**config.mk**
```make
export PLATFORM = sky130hd
export DESIGN_NAME = ad9228_serializer_tx
export DESIGN_NICKNAME = d
export VERILOG_FILES = /design/src/rtl/ad9228_serializer_tx.sv
export SDC_FILE = /design/constraint.sdc
export NUM_CORES = 1
export LEC_CHECK = 0
export BUFFER_PORTS_ARGS = -buffer_cell sky130_fd_sc_hd__buf_4
export CAP_MARGIN = 15
export CORE_MARGIN = 5
export CORE_UTILIZATION = 34
export CTS_BUF_LIST = sky130_fd_sc_hd__clkbuf_16
export DETAILED_ROUTE_END_ITERATION = 16
export GPL_TIMING_DRIVEN = 0
export PLACE_DENSITY = 0.47
export SETUP_SLACK_MARGIN = 0.1
export SLEW_MARGIN = 15
export SYNTH_ARGS = -nofsm -noshare
export SYNTH_HDL_FRONTEND = slang
export SYNTH_SLANG_ARGS = --single-unit
```
**constraint.sdc**
```tcl
create_clock -name clk -period 5.15 [get_ports clk]
set_input_delay 0.7725 -clock clk [delete_from_list [all_inputs] [get_ports clk]]
set_output_delay 0.7725 -clock clk [all_outputs]
set_load 0.1 [all_outputs]
```
**src/rtl/ad9228_serializer_tx.sv**
```systemverilog
// rtl/ad9228_serializer_tx.sv - AD9228-format 12:8 transmit gearbox with input FIFO and FCO slice generation
// Optional ramp/checkerboard/idle pattern source is built in when AD9228_TX_TEST_PATTERN_EN is defined.
module ad9228_serializer_tx #(
    parameter int          DATA_WIDTH = 12,
    parameter int          FIFO_DEPTH = 4,
    parameter logic [11:0] IDLE_WORD  = 12'h800
) (
    input  logic                  clk,
    input  logic                  rstn,
    input  logic                  enable,
    input  logic [DATA_WIDTH-1:0] s_data,
    input  logic                  s_valid,
    output logic                  s_ready,
    output logic [7:0]            data_out,
    output logic [7:0]            fco_out,
    output logic [1:0]            phase_out,
    output logic                  underflow,
    output logic                  underflow_sticky,
`ifdef AD9228_TX_TEST_PATTERN_EN
    input  logic [1:0]            pattern_sel,
`endif
    input  logic                  clr_sticky
);
    localparam int AW = (FIFO_DEPTH > 1) ? $clog2(FIFO_DEPTH) : 1;
    localparam logic [AW:0] DEPTH_C = (AW + 1)'(FIFO_DEPTH);

    generate
        if (DATA_WIDTH != 12) begin : g_bad_width
            $error("ad9228_serializer_tx: DATA_WIDTH must be 12");
        end
        if (FIFO_DEPTH < 2 || (FIFO_DEPTH & (FIFO_DEPTH - 1)) != 0) begin : g_bad_depth
            $error("ad9228_serializer_tx: FIFO_DEPTH must be a power of 2 and >= 2");
        end
    endgenerate

    typedef enum logic [1:0] {PH0 = 2'd0, PH1 = 2'd1, PH2 = 2'd2} phase_e;

    logic [11:0]   mem_q [FIFO_DEPTH];
    logic [AW-1:0] wr_ptr_q, wr_ptr_d, rd_ptr_q, rd_ptr_d;
    logic [AW:0]   count_q, count_d;
    phase_e        phase_q, phase_d;
    logic [7:0]    data_q, data_d, fco_q, fco_d, residue_q, residue_d;
    logic [1:0]    phase_out_q, phase_out_d;
    logic          uf_q, uf_d, sticky_q, sticky_d;
    logic          push, fifo_pop, slot;
    logic [11:0]   word;
    logic          pattern_on;
    logic [11:0]   pattern_word;

    assign s_ready = (count_q < DEPTH_C);
    assign push    = s_valid && s_ready;
    assign slot    = enable && (phase_q != PH2);

`ifdef AD9228_TX_TEST_PATTERN_EN
    logic [1:0]  sel_q, sel_cur;
    logic [11:0] ramp_q;
    logic        chk_q;

    // The source is only re-chosen at a phase-0 pop so words A and B of a pair never mix sources.
    assign sel_cur    = (phase_q == PH0) ? pattern_sel : sel_q;
    assign pattern_on = (sel_cur != 2'd0);

    always_comb begin
        unique case (sel_cur)
            2'd1:    pattern_word = ramp_q;
            2'd2:    pattern_word = chk_q ? 12'h555 : 12'hAAA;
            default: pattern_word = IDLE_WORD;
        endcase
    end

    always_ff @(posedge clk or negedge rstn) begin
        if (!rstn) begin
            sel_q  <= 2'd0;
            ramp_q <= 12'd0;
            chk_q  <= 1'b0;
        end else if (slot) begin
            if (phase_q == PH0) sel_q <= pattern_sel;
            if (sel_cur == 2'd1) ramp_q <= ramp_q + 12'd1;
            if (sel_cur == 2'd2) chk_q <= ~chk_q;
        end
    end
`else
    assign pattern_on   = 1'b0;
    assign pattern_word = IDLE_WORD;
`endif

    always_comb begin
        phase_d     = PH0;
        data_d      = 8'h00;
        fco_d       = 8'h00;
        phase_out_d = 2'd0;
        residue_d   = residue_q;
        word        = IDLE_WORD;
        fifo_pop    = 1'b0;
        uf_d        = 1'b0;
        if (enable) begin
            unique case (phase_q)
                PH0:     phase_d = PH1;
                PH1:     phase_d = PH2;
                default: phase_d = PH0;
            endcase
            if (slot) begin
                if (pattern_on) begin
                    word = pattern_word;
                end else if (count_q == '0) begin
                    uf_d = 1'b1;
                end else begin
                    fifo_pop = 1'b1;
                    word     = mem_q[rd_ptr_q];
                end
            end
            // Two 12-bit words spread over three 8-bit slices; residue carries the leftover bits.
            unique case (phase_q)
                PH0: begin
                    data_d    = word[11:4];
                    fco_d     = 8'hFC;
                    residue_d = {4'h0, word[3:0]};
                end
                PH1: begin
                    data_d    = {residue_q[3:0], word[11:8]};
                    fco_d     = 8'h0F;
                    residue_d = word[7:0];
                end
                default: begin
                    data_d = residue_q;
                    fco_d  = 8'hC0;
                end
            endcase
            phase_out_d = phase_q;
        end
    end

    always_comb begin
        wr_ptr_d = push     ? wr_ptr_q + AW'(1) : wr_ptr_q;
        rd_ptr_d = fifo_pop ? rd_ptr_q + AW'(1) : rd_ptr_q;
        count_d  = count_q;
        if (push && !fifo_pop)      count_d = count_q + (AW + 1)'(1);
        else if (!push && fifo_pop) count_d = count_q - (AW + 1)'(1);
        // A new underflow wins over a simultaneous clear.
        sticky_d = uf_d ? 1'b1 : (clr_sticky ? 1'b0 : sticky_q);
    end

    always_ff @(posedge clk) begin
        if (push) mem_q[wr_ptr_q] <= s_data;
    end

    always_ff @(posedge clk or negedge rstn) begin
        if (!rstn) begin
            wr_ptr_q    <= '0;
            rd_ptr_q    <= '0;
            count_q     <= '0;
            phase_q     <= PH0;
            data_q      <= 8'h00;
            fco_q       <= 8'h00;
            phase_out_q <= 2'd0;
            residue_q   <= 8'h00;
            uf_q        <= 1'b0;
            sticky_q    <= 1'b0;
        end else begin
            wr_ptr_q    <= wr_ptr_d;
            rd_ptr_q    <= rd_ptr_d;
            count_q     <= count_d;
            phase_q     <= phase_d;
            data_q      <= data_d;
            fco_q       <= fco_d;
            phase_out_q <= phase_out_d;
            residue_q   <= residue_d;
            uf_q        <= uf_d;
            sticky_q    <= sticky_d;
        end
    end

    assign data_out         = data_q;
    assign fco_out          = fco_q;
    assign phase_out        = phase_out_q;
    assign underflow        = uf_q;
    assign underflow_sticky = sticky_q;

endmodule

```
; ---- Word-level counts from Yosys, hierarchy flattened
; Memories as Yosys holds them, arrays and structs flattened.
; Cells that the tools add are included.
[word_totals]
input_bits = 17
output_inout_bits = 21
latchBits = 0
ff_bits = 37
mem_bits_ro = 0
mem_count = 1
word_cells = 52
ram_bits = 48
[op_classes]
n_mul = 0
order_cmp = 1
bitwise = 0
eq_ne = 2
add_sub_neg = 4
reduce_logical = 12
div = 0
shifts = 0
muxes = 22
[mem_list]
columns = name, depth, width, read_ports, rd_clocked_by_memory_dff, wr, line
row1 = mem_q, 4, 12, 1, 0, 1, 38  ; logic [11:0] mem_q [FIFO_DEPTH];
[op_table]
columns = cell, n
row1 = 8-bit case mux with 2 select lines, 3
row2 = 12-bit two-way mux, 2
row3 = 8-bit two-way mux, 2
row4 = 1-bit two-way mux, 10
row5 = 3-bit two-way mux, 2
row6 = 2-bit nonzero test, 3
row7 = "2-bit by 1-bit adder with 2-bit output, second input constant", 2
row8 = 1-bit logical AND, 4
row9 = 2-bit two-way mux, 2
row10 = 2-bit case mux with 2 select lines, 1
row11 = "3-bit by 1-bit adder with 3-bit output, second input constant", 1
row12 = 3-bit zero test, 1
row13 = "3-bit < comparator, second input constant", 1
row14 = "3-bit by 1-bit subtractor with 3-bit output, second input constant", 1
row15 = "2-bit by 1-bit equality test with 1-bit output, second input constant", 1
row16 = 1-bit zero test, 2
row17 = 2-bit zero test, 1
row18 = "2-bit != test, second input constant", 1
row19 = 2-bit AND reduction, 1

; ---- Logic depth before layout (Yosys ltp)
[logic_depth]
word_depth = 7
depth_mapped = 8

; ---- Least setup slack after synthesis
; No wires, ideal clock.
[synth_timing]
kind = register to register
from = reg, netlist name fco_out[5]
to = reg count_q[1]
n_path_buf = 0
setup_time_ns = 0.125
t_arrival_ns = 2.284
slack_ns = 2.742
synth_period_minus_slack_ns = 2.408
path_stages_with_launch = 7
required_ns = 5.025
cell_sequence = dfrtp_1 nand2b_1 nand3_1 ha_1 inv_1 fa_1 mux2_2
[synth_lines]
columns = element, line
row1 = to (signal assigned), 162  ; count_q <= count_d;
row2 = to (decl), 40  ; logic [AW:0] count_q, count_d;

; ---- Worst setup path after layout
[layout_timing]
from = reg fco_q[5], in the netlist fco_out[5]
to = out fco_out[5]
[layout_lines]
columns = element, line
row1 = from (decl), 42  ; logic [7:0] data_q, data_d, fco_q, fco_d, residue_q, residue_d;
row2 = from (signal assigned), 165  ; fco_q <= fco_d;
row3 = to (decl), 15  ; output logic [7:0] fco_out,
; No word-level cell between the ends.

==> summary.md <==
| Metric | Value |
|---|---|
| Status | `complete, no violations` |
| Total grt overflow | `0` |
| Synth warnings | `0` |
| Sequential power share | `0.381` |
| Mapped Cells | `188` |
| Clock transition at the registers of the reported paths | `0.06 ns` |
| Share of cells above drive strength 1 | `0.3042` |
| WL per Instance | `17.12 um` |
| Post-synth EDFFs | `48` |
| CTS tree | `built` |
| Yosys cell types | `37` |
| First-pass GRT wire length | `9901 um` |
| Starting density of the core | `0.3463` |
| GP Congestion | `0.7797` |
| Non-filler cells, final | `351` |
| Critical path required time | `4.38 ns` |
| Ports | `38` |
| CTS resizes | `0` |
| CP arrival | `approximately 1.3 ns` |
| PD cells | `between 500 and 600 nW/um^2` |
| Die X | `between 100 and 150 um` |
| Vias per inst | `4.855` |
| DRT Pass-1 Iters | `4` |
| FF-to-FF Start | `count_q[0]$_DFFE_PN0P_` |
| Cell area after layout | `3889 sq um` |
| Ys flop type | `edfxtp_1` |
| First DRT Iteration DRCs | `78` |
| Final setup fails | `0` |
| Area after DPL | `about 3600 sq um` |
| LEAKAGE | `1.568 nW` |
| Switching share of power | `0.3476` |
| Die area | `about 11000 sq um` |
| Remaining antenna violation count | `0` |
| Tot Pwr | `0.002302 W` |
| Post-detail-place hpwl | `4118 um` |
| Mapped cell area | `3169 sq um` |
| Drt drc | `0` |
| Inserted Diodes | `0` |
| Die Ht | `about 110 um` |
| Worst Tran Pin Value | `0.6742 ns` |
| H-tree depth | `3` |
| CTS Root Cell | `clkbuf_16` |
| Post-synth ARST share | `0.3924` |
| Largest net degree at the start of global routing | `32` |
| RSZ-0062 raised after global routing | `no` |
| Placed instance count | `336` |
| Nets | `roughly 260` |
| Kind of critical path | `reg2out` |
| Min Tclk post-route | `2.111 ns` |
| Worst Skew | `0.003836 ns` |
| Crit-path max FO | `11` |
| Peak Freq | `473.6 MHz` |
| GR Util All Layers | `0.1160` |
| Vias post-DR | `1704` |
| Sw Pwr | `0.0008002 W` |
| Aggregate routed wire length | `around 6000 um` |
| Pint | `0.001502 W` |
| CP startpoint | `fco_out[5]$_DFF_PN0_` |
| CTS Buf Count | `9` |
| Clock network fraction of design power | `0.279` |
| Max Slew Vio Count | `0` |
| Syn_area_per_cell | `around 17 sq um` |
| Slew HR | `0.5505` |
| Initial antenna violation count | `0` |
| Postcts setup bufs | `0` |
| Sequential share of the synthesized area | `0.6996` |
| Port Buf Inserts | `37` |
| Row count | `35` |
| Final period utilization | `0.4100` |
| Layout fillers | `841` |
| Clock sinks | `79` |
| CP Launch Type | `flop` |
| Worst vdd ir | `0.2000 mV` |
| Min-Delay Path Class | `in2async` |
| Clk buf depth | `2` |
| Synthesized Nets | `approximately 210` |
| Post-route setup TNS | `0 ns` |
| Core area | `a little over 9000 sq um` |
| Crit end category | `output pin` |
| Hold Violations, Final | `0` |
| Place WS | `2.788 ns` |
| Comb pwr share | `0.339` |
| Number of global-route vias before repair | `1833` |
| Area Overhead vs Synth | `22.70%` |
| Seq cells post-synth | `79` |
| MaxCap Viol Count | `0` |
| Worst-Skew Late Latency | `0.33 ns` |
| Hold buffer count at CTS | `0` |
| Final worst slack | `3.039 ns` |
==> layout make-up <==
| type | count | area [sq um] | share of cell area |
|---|---|---|---|
| clock inverter | 6 | 77.57 | 0.01995 |
| inverter | 6 | 22.52 | 0.005792 |
| clock buffer | 9 | 225.2 | 0.05792 |
| buffer | 11 | 85.08 | 0.02188 |
| multi-input combinational | 92 | 844.6 | 0.2172 |
| timing repair buffer | 37 | 277.8 | 0.07143 |
| sequential | 79 | 2217 | 0.5701 |
| tap | 111 | 138.9 | 0.03571 |
==> metal layers <==
layer	routed length, um	track usage	vias up
met5	0	0	-
met4	60	0.05023	0
met3	395	0.04007	6
met2	2881	0.1774	49
met1	2672	0.1499	848
li1	-	-	801
==> worst max-delay path: stages, from the launching register on <==
cell and delay, ns:
dfrtp_1 0.56, buf_4 0.18, buf_4 0.28
==> state kept, by name (all words and copies together), names as in the netlist <==
| name | cells |
|---|---|
| count_q | 3 |
| data_out | 8 |
| fco_out | 4 |
| mem_q | 48 |
| phase_out | 2 |
| rd_ptr_q | 2 |
| residue_q | 8 |
| underflow | 1 |
| underflow_sticky | 1 |
| wr_ptr_q | 2 |
==> cells in the mapped netlist, types with 2 or more instances <==
cell type | number | area (sq um)
xnor2_1 | 5 | 43.79
dfrtp_1 | 31 | 775.7
nor2_1 | 4 | 15.01
nor3_1 | 4 | 20.02
a22o_1 | 10 | 87.58
mux4_1 | 3 | 78.83
nor2b_1 | 3 | 18.77
o22ai_1 | 3 | 18.77
buf_4 | 5 | 37.54
and2b_2 | 2 | 17.52
nand2_1 | 9 | 33.78
nand2b_1 | 3 | 18.77
and3_1 | 2 | 12.51
o21ai_0 | 7 | 35.03
clkbuf_1 | 3 | 11.26
inv_1 | 6 | 22.52
mux4_2 | 9 | 202.7
ha_1 | 5 | 62.56
edfxtp_1 | 48 | 1441
nand3_1 | 2 | 10.01
and2_1 | 8 | 50.05
==> cells in the final DEF, fill, tap and decap left out, types with 4 or more instances in the layout <==
master     synthesis  routed
inv_1              6       7
nor3_1             4       4
dfrtp_1           31      31
xnor2_1            5       5
o21ai_0            7       7
nor2_1             4       4
and2_1             8       8
buf_4              5      42
a22o_1            10      10
clkbuf_16          0       9
nand2_1            9       9
edfxtp_1          48      48
mux4_2             9       9
ha_1               5       5
==> per-stage QoR <==
stage	hold WS (ns)	util
finish	0.3760	0.4249
floorplan	0.4508	-
global placement	0.4683	0.3918
global route	0.4047	0.4249
CTS	0.3750	0.4249
detailed placement	0.4732	0.3918
==> cell families after synthesis <==
family | after synthesis | share of synthesized area
flip-flops | 79 | 0.6996
AND/OR/NAND/NOR | 41 | 0.07225
AO/OA/AOI/OAI | 26 | 0.05922
buffers and inverters | 17 | 0.03395
multiplexers | 13 | 0.09238
XOR/XNOR | 6 | 0.01658
adder cells (fa/ha/maj) | 6 | 0.02606
==> final timing paths <==
path	slack, ns	endpoint	depth (start not counted)
min reg2reg	0.48	underflow_sticky$_DFFE_PN0P_	1
max	3.04	fco_out[5]	2
min in group clk	0.48	underflow_sticky$_DFFE_PN0P_	1
max reg2reg	3.05	count_q[2]$_DFFE_PN0P_	8
min	0.38	fco_out[1]$_DFF_PN0_	1
max in group asynchronous	4.49	rd_ptr_q[0]$_DFFE_PN0P_	1
==> power groups by stage <==
stage / sequential (W) / combinational [W] / clock (W)
3_5_place_dp: 0.000892 / 0.000797 / 0
4_1_cts: 0.000881 / 0.000798 / 0.000660
6_report: 0.000878 / 0.000781 / 0.000643
2_1_floorplan: 0.00107 / 0.000411 / 0
5_1_grt: 0.000896 / 0.000842 / 0.000684
3_3_place_gp: 0.000893 / 0.000790 / 0
Power figures use the tool's default switching activity.
